File: src/rtl/jc_pkg.sv
// jc_pkg
// Shared definitions for the Johnson-sequenced slot scheduler:
//   - the eight legal 4-bit Johnson slot codes
//   - slot index enum and FSM state enum
//   - helpers: legality check, code -> slot index decode, code successor
`timescale 1ns/1ps
package jc_pkg;

  localparam logic [3:0] JC_S0 = 4'b0000;
  localparam logic [3:0] JC_S1 = 4'b1000;
  localparam logic [3:0] JC_S2 = 4'b1100;
  localparam logic [3:0] JC_S3 = 4'b1110;
  localparam logic [3:0] JC_S4 = 4'b1111;
  localparam logic [3:0] JC_S5 = 4'b0111;
  localparam logic [3:0] JC_S6 = 4'b0011;
  localparam logic [3:0] JC_S7 = 4'b0001;

  typedef enum logic [2:0] {
    SLOT_0, SLOT_1, SLOT_2, SLOT_3, SLOT_4, SLOT_5, SLOT_6, SLOT_7
  } slot_e;

  typedef enum logic [1:0] {
    IDLE,
    SCAN,
    GRANT
  } state_e;

  function automatic logic jc_is_legal(input logic [3:0] code);
    logic ok;
    ok = 1'b0;
    case (code)
      JC_S0, JC_S1, JC_S2, JC_S3, JC_S4, JC_S5, JC_S6, JC_S7: ok = 1'b1;
      default: ok = 1'b0;
    endcase
    return ok;
  endfunction

  // Illegal codes decode to slot 0; callers gate on legality separately.
  function automatic slot_e jc_decode(input logic [3:0] code);
    slot_e idx;
    idx = SLOT_0;
    case (code)
      JC_S1:   idx = SLOT_1;
      JC_S2:   idx = SLOT_2;
      JC_S3:   idx = SLOT_3;
      JC_S4:   idx = SLOT_4;
      JC_S5:   idx = SLOT_5;
      JC_S6:   idx = SLOT_6;
      JC_S7:   idx = SLOT_7;
      default: idx = SLOT_0;
    endcase
    return idx;
  endfunction

  // Johnson successor: shift right, feeding the inverted LSB into the MSB.
  // 0001 -> 0000 falls out naturally, closing the 8-state ring.
  function automatic logic [3:0] jc_next(input logic [3:0] code);
    return {~code[0], code[3:1]};
  endfunction

endpackage

File: src/rtl/johnson_step.sv
// johnson_step
// 4-bit Johnson slot register. Advances one step per cycle when 'advance'
// is high and self-recovers to 0000 on the edge after an illegal code.
// Ports:
//   CLK     in  system clock
//   CLR     in  synchronous active-high reset (code -> 0000)
//   advance in  step to the Johnson successor on the next edge
//   code    out current 4-bit Johnson code (registered)
//   legal   out high when code is one of the eight legal codes
`timescale 1ns/1ps
module johnson_step
  import jc_pkg::*;
(
  input  logic       CLK,
  input  logic       CLR,
  input  logic       advance,
  output logic [3:0] code,
  output logic       legal
);

  logic [3:0] code_reg;

  always_ff @(posedge CLK) begin
    if (CLR) begin
      code_reg <= JC_S0;
    end else if (!legal) begin
      code_reg <= JC_S0;
    end else if (advance) begin
      code_reg <= jc_next(code_reg);
    end
  end

  assign code  = code_reg;
  assign legal = jc_is_legal(code_reg);

endmodule

File: src/rtl/johnson_slot_scheduler.sv
// johnson_slot_scheduler
// Time-division slot scheduler for up to eight requesters. A Johnson ring
// selects the candidate slot; the owner is granted for up to SLOT_LEN
// cycles when requesting, idle slots are skipped one per cycle.
// Parameters:
//   SLOT_LEN  maximum grant dwell in cycles (1..16)
// Ports:
//   CLK      in   system clock
//   CLR      in   synchronous active-high reset
//   EN       in   scheduler enable
//   REQ[7:0] in   per-slot requests
//   DONE     in   early release from the current grantee
//   GNT[7:0] out  one-hot registered grant
//   SLOT     out  current Johnson slot code
//   SLOT_IDX out  binary index of SLOT (registered)
//   BUSY     out  high in SCAN or GRANT
//   ERR      out  one-cycle pulse after an illegal slot code
`timescale 1ns/1ps
module johnson_slot_scheduler
  import jc_pkg::*;
#(
  parameter int SLOT_LEN = 4
) (
  input  logic       CLK,
  input  logic       CLR,
  input  logic       EN,
  input  logic [7:0] REQ,
  input  logic       DONE,
  output logic [7:0] GNT,
  output logic [3:0] SLOT,
  output logic [2:0] SLOT_IDX,
  output logic       BUSY,
  output logic       ERR
);

  localparam logic [4:0] DWELL_LOAD = 5'(SLOT_LEN - 1);

  state_e     state_reg,    state_next;
  logic [4:0] dwell_reg,    dwell_next;
  logic [7:0] gnt_reg,      gnt_next;
  slot_e      slot_idx_reg, slot_idx_next;
  logic       busy_reg;
  logic       err_reg;

  logic       advance;
  logic [3:0] code;
  logic       legal;
  logic [3:0] code_next;
  logic       release_now;

  johnson_step u_step (
    .CLK     (CLK),
    .CLR     (CLR),
    .advance (advance),
    .code    (code),
    .legal   (legal)
  );

  // Grant ends on the cycle any release condition is sampled; that cycle
  // is the last one with GNT high.
  assign release_now = (dwell_reg == 5'd0) || DONE || !REQ[slot_idx_reg] || !EN;

  always_comb begin
    state_next = state_reg;
    dwell_next = dwell_reg;
    gnt_next   = gnt_reg;
    advance    = 1'b0;

    case (state_reg)
      IDLE: begin
        gnt_next = 8'h00;
        if (EN && (|REQ)) begin
          state_next = SCAN;
        end
      end

      SCAN: begin
        gnt_next = 8'h00;
        if (!EN || (REQ == 8'h00)) begin
          state_next = IDLE;
        end else if (REQ[slot_idx_reg]) begin
          state_next = GRANT;
          gnt_next   = 8'(1) << slot_idx_reg;
          dwell_next = DWELL_LOAD;
        end else begin
          advance = 1'b1;
        end
      end

      GRANT: begin
        if (release_now) begin
          // Always move on to the next slot so a still-requesting owner
          // cannot be re-granted ahead of other waiting slots.
          gnt_next   = 8'h00;
          advance    = 1'b1;
          state_next = EN ? SCAN : IDLE;
        end else begin
          dwell_next = dwell_reg - 5'd1;
        end
      end

      default: begin
        state_next = IDLE;
        gnt_next   = 8'h00;
      end
    endcase

    // A corrupted slot code overrides everything; the Johnson register
    // recovers to 0000 on the same edge.
    if (!legal) begin
      state_next = IDLE;
      gnt_next   = 8'h00;
      dwell_next = 5'd0;
      advance    = 1'b0;
    end
  end

  // Mirror of the Johnson register's next value so SLOT_IDX updates on the
  // same edge as SLOT.
  always_comb begin
    code_next = code;
    if (!legal) begin
      code_next = JC_S0;
    end else if (advance) begin
      code_next = jc_next(code);
    end
    slot_idx_next = jc_decode(code_next);
  end

  always_ff @(posedge CLK) begin
    if (CLR) begin
      state_reg    <= IDLE;
      dwell_reg    <= 5'd0;
      gnt_reg      <= 8'h00;
      slot_idx_reg <= SLOT_0;
      busy_reg     <= 1'b0;
      err_reg      <= 1'b0;
    end else begin
      state_reg    <= state_next;
      dwell_reg    <= dwell_next;
      gnt_reg      <= gnt_next;
      slot_idx_reg <= slot_idx_next;
      busy_reg     <= (state_next != IDLE);
      err_reg      <= !legal;
    end
  end

  assign GNT      = gnt_reg;
  assign SLOT     = code;
  assign SLOT_IDX = slot_idx_reg;
  assign BUSY     = busy_reg;
  assign ERR      = err_reg;

endmodule
File: config.mk
export PLATFORM = sky130hd
export DESIGN_NAME = johnson_slot_scheduler
export DESIGN_NICKNAME = d
export VERILOG_FILES = /design/src/rtl/jc_pkg.sv /design/src/rtl/johnson_step.sv /design/src/rtl/johnson_slot_scheduler.sv
export SDC_FILE = /design/constraint.sdc
export NUM_CORES = 1
export LEC_CHECK = 0
export CAP_MARGIN = 20
export CORE_MARGIN = 3
export CORE_UTILIZATION = 50
export DETAILED_ROUTE_END_ITERATION = 12
export GPL_TIMING_DRIVEN = 1
export PLACE_DENSITY = 0.77
export SLEW_MARGIN = 20
export SYNTH_ARGS = -nofsm -noshare
export SYNTH_HDL_FRONTEND = slang
export SYNTH_SLANG_ARGS = --single-unit
File: constraint.sdc
create_clock -name CLK -period 4.9 [get_ports CLK]
set_clock_uncertainty 0.05 [all_clocks]
set_input_delay 1.47 -clock CLK [delete_from_list [all_inputs] [get_ports CLK]]
set_output_delay 1.47 -clock CLK [all_outputs]
set_load 0.01 [all_outputs]
==> impl_summary.log <==
INFO  metric leak_pwr = about 0.62 nW
INFO  metric wl_final = 3.46 mm
INFO  metric actual_transition_at_the_worst_max_transition_pin = 587 ps
INFO  metric synth.lib_cells_used.distinct = 42
INFO  metric die_width = slightly above 60 microns
INFO  metric drt_drc_violations_left = 0
INFO  metric area_growth_from_synthesis_to_layout = 20.3%
INFO  metric final_sum_of_negative_setup_slack = 0 ps
INFO  metric synth_top_flop_cell = dfxtp_1
INFO  metric clk_latency = approximately 320 ps
INFO  metric worst_ep_arrival_time = between 3000 and 4000 ps
INFO  metric cts_max_level = 1
INFO  metric grt.overflow.total = 0
INFO  metric post_synth_instance_area = about 1500 sq um
INFO  metric max_cap_viol_count = 0
INFO  metric post-route-min-period = between 3000 and 4000 ps
INFO  metric globalRouteTotalUtil = 18.8%
INFO  metric netlist_instances = 179
INFO  metric critical_path_class = input port to flop
INFO  metric hold_path_class = flop to flop
INFO  metric number_of_flops_mapped_to_enable_cells_by_yosys = 0
INFO  metric clock-sinks = 25
INFO  metric standard_cell_core_area = roughly 2800 sq um
INFO  metric maxSlewViolCount = 0
INFO  metric post_cts_resized = 0
INFO  metric cellPowerDensity = around 200 nW/um^2
INFO  metric rows = 19
INFO  metric n_antenna_cell = 0
INFO  metric postCtsHoldBufs = 0
INFO  metric setup_repair_after_global_routing_missed_its_margin = no
INFO  metric dr_total_vias = about 1400
INFO  metric dp.final_hpwl = 2.65 mm
INFO  metric place.gp.congestion = between 0.8 and 0.9
INFO  metric critPathMaxFanout = 9
INFO  metric die_h = roughly 61 microns
INFO  metric place_ws = 1050 ps
INFO  metric design.final.nets = between 200 and 250
INFO  metric maxClockFrequency = roughly 280 MHz
INFO  metric cts_made_buffers = 3
INFO  metric wl_per_cell = 14.8 microns
INFO  metric yosys_warnings = 0
INFO  metric setup-violations-final = 0
INFO  metric vdd.ir_drop.worst = 127 uV
INFO  metric required = ~5100 ps
INFO  metric cts_tree = yes
INFO  metric wire_length_of_the_first_global_routing_pass = about 5.3 mm
INFO  metric finalWorstSetupSlack = ~1400 ps
INFO  metric worst_setup_path_start_kind = input port
INFO  metric via_density_per_instance = slightly above 6
INFO  metric asyncSetResetFlopFracSynth = 0%
INFO  metric antenna_violating_nets_post_route = 0
INFO  metric antenna_found_initial = 0
INFO  metric post_synth_net_total = around 200
INFO  metric design.die.area = about 3700 sq um
INFO  metric yosys-top-cells-area = dfxtp_1, mux2i_1, ha_1
INFO  metric hold_viol_final = 0
INFO  metric clk_root_buffer_cell = clkbuf_4
INFO  metric grt_pass1_vias = approximately 1300
INFO  metric avgSynthCellArea = 8.51 sq um
INFO  metric initial_core_util = 53.8%
INFO  metric outcome = finished, final reports clean
INFO  metric dr.first_iter.drc_count = 71
INFO  metric drt_pre_antenna_iters = 5
INFO  metric clock_slew_at_reported_path_ffs = ~120 ps
INFO  metric post-cts-setup-buffers = 0
INFO  metric synth_top_area_share = between 30 and 40%
INFO  metric post_route_cells_drive_above_1_share = under 10%
INFO  metric slew-limit-headroom = about three fifths
INFO  metric largest_register_ff_count = 8
INFO  metric proportion_of_synthesized_chip_area_in_sequential_cells = between 30% and 40%
INFO  metric maximum_number_of_pins_on_one_net_before_global_route_repair = 16
INFO  metric worst_setup_path_end_kind = flop
INFO  metric ctsLongestPathBuffers = 2
INFO  metric io-pin-count = 29
INFO  metric ys_ff_latch = 25
INFO  metric numPortBuffers = 28
INFO  metric synth_top_cell_by_area = dfxtp_1
INFO  metric part_of_the_cycle_the_worst_path_needs = about 72%
==> worst paths after layout <==
path	cells past startpoint	start	end	slack, ps
worst min register to register	2	dwell_reg[3]$_SDFFE_PP0P_	dwell_reg[3]$_SDFFE_PP0P_	460
worst max-delay path	7	REQ[5]	BUSY$_SDFF_PP0_	1370
worst max register to register	5	SLOT_IDX[1]$_SDFF_PP0_	SLOT_IDX[0]$_SDFF_PP0_	2150
worst min-delay path	2	dwell_reg[3]$_SDFFE_PP0P_	dwell_reg[3]$_SDFFE_PP0P_	460
==> through the flow <==
step           hold slack [ps]  power, mW  util [%]  instances  cell area [sq um]
5_1_grt                    473      0.382      64.8        234               1830
6_report                   456      0.365      64.8        234               1830
2_1_floorplan              408      0.255         -        179               1520
3_3_place_gp               420      0.276      63.8        230               1810
3_5_place_dp               435      0.278      63.8        230               1810
4_1_cts                    453      0.366      64.8        234               1830
==> cells by family (layout without fill, tap and decap cells) <==
logic type | count (synthesis) | count (layout) | share of synthesized area, %
multiplexers | 22 | 22 | 16.5
XOR/XNOR | 1 | 1 | 0.575
flip-flops | 25 | 25 | 32.9
buffers and inverters | 22 | 46 | 6.08
AO/OA/AOI/OAI | 40 | 40 | 17.7
adder cells (fa/ha/maj) | 6 | 6 | 4.93
AND/OR/NAND/NOR | 63 | 63 | 21.3
==> worst max-delay path: stages <==
cell	delay [ps]
clkdlybuf4s50_1	510
mux2i_1	110
mux4_2	570
nor3b_1	340
buf_4	270
o21ai_0	150
a311oi_1	290
==> power by group <==
group          switching, mW  internal (mW)
sequential           0.00480          0.209
combinational         0.0311         0.0295
clock                 0.0588         0.0319
==> layout make-up <==
cell class                 count  area, sq um
fill                         261          997
multi-input combinational    132          930
clock buffer                   4         26.3
tap                           31         38.8
inverter                      13         48.8
sequential                    25          500
timing repair buffer          29          288
==> cells in the mapped netlist, drive strengths merged, types with 2 or more instances <==
cell type,number
inv,13
a21oi,8
mux4,2
mux2,5
nand2b,5
buf,3
nor2,13
a211oi,2
a221oi,2
nand2,9
mux2i,15
o21ai,13
or3,4
dfxtp,25
ha,6
nor2b,4
nor4,6
nand3,5
and2,2
clkbuf,6
nand4,3
nor3,9
==> metal layers <==
layer  wire length (microns)  vias to the layer above  global-route usage, %
met2                    1600                       43                   33.1
met5                       0                        -                      0
met4                      66                        0                   8.36
met1                    1620                      660                   22.6
met3                     176                        6                   2.52
li1                        -                      705                      -
==> cell usage in the layout (no fill, tap or decap), types with 2 or more instances in the layout <==
cell type / netlist / routed
a211oi_1: 2 / 2
a21oi_1: 8 / 8
a221oi_1: 2 / 2
and2_1: 2 / 2
clkbuf_4: 0 / 3
clkdlybuf4s50_1: 0 / 28
dfxtp_1: 25 / 25
ha_1: 6 / 6
inv_1: 13 / 13
mux2_2: 5 / 5
mux2i_1: 15 / 15
mux4_2: 2 / 2
nand2_1: 9 / 9
nand2b_1: 5 / 5
nand3_1: 5 / 5
nand4_1: 3 / 3
nor2_1: 13 / 13
nor2b_1: 4 / 4
nor3_1: 9 / 9
nor4_1: 6 / 6
o21ai_0: 13 / 13
or3_1: 4 / 4
Power figures use the tool's default switching activity.
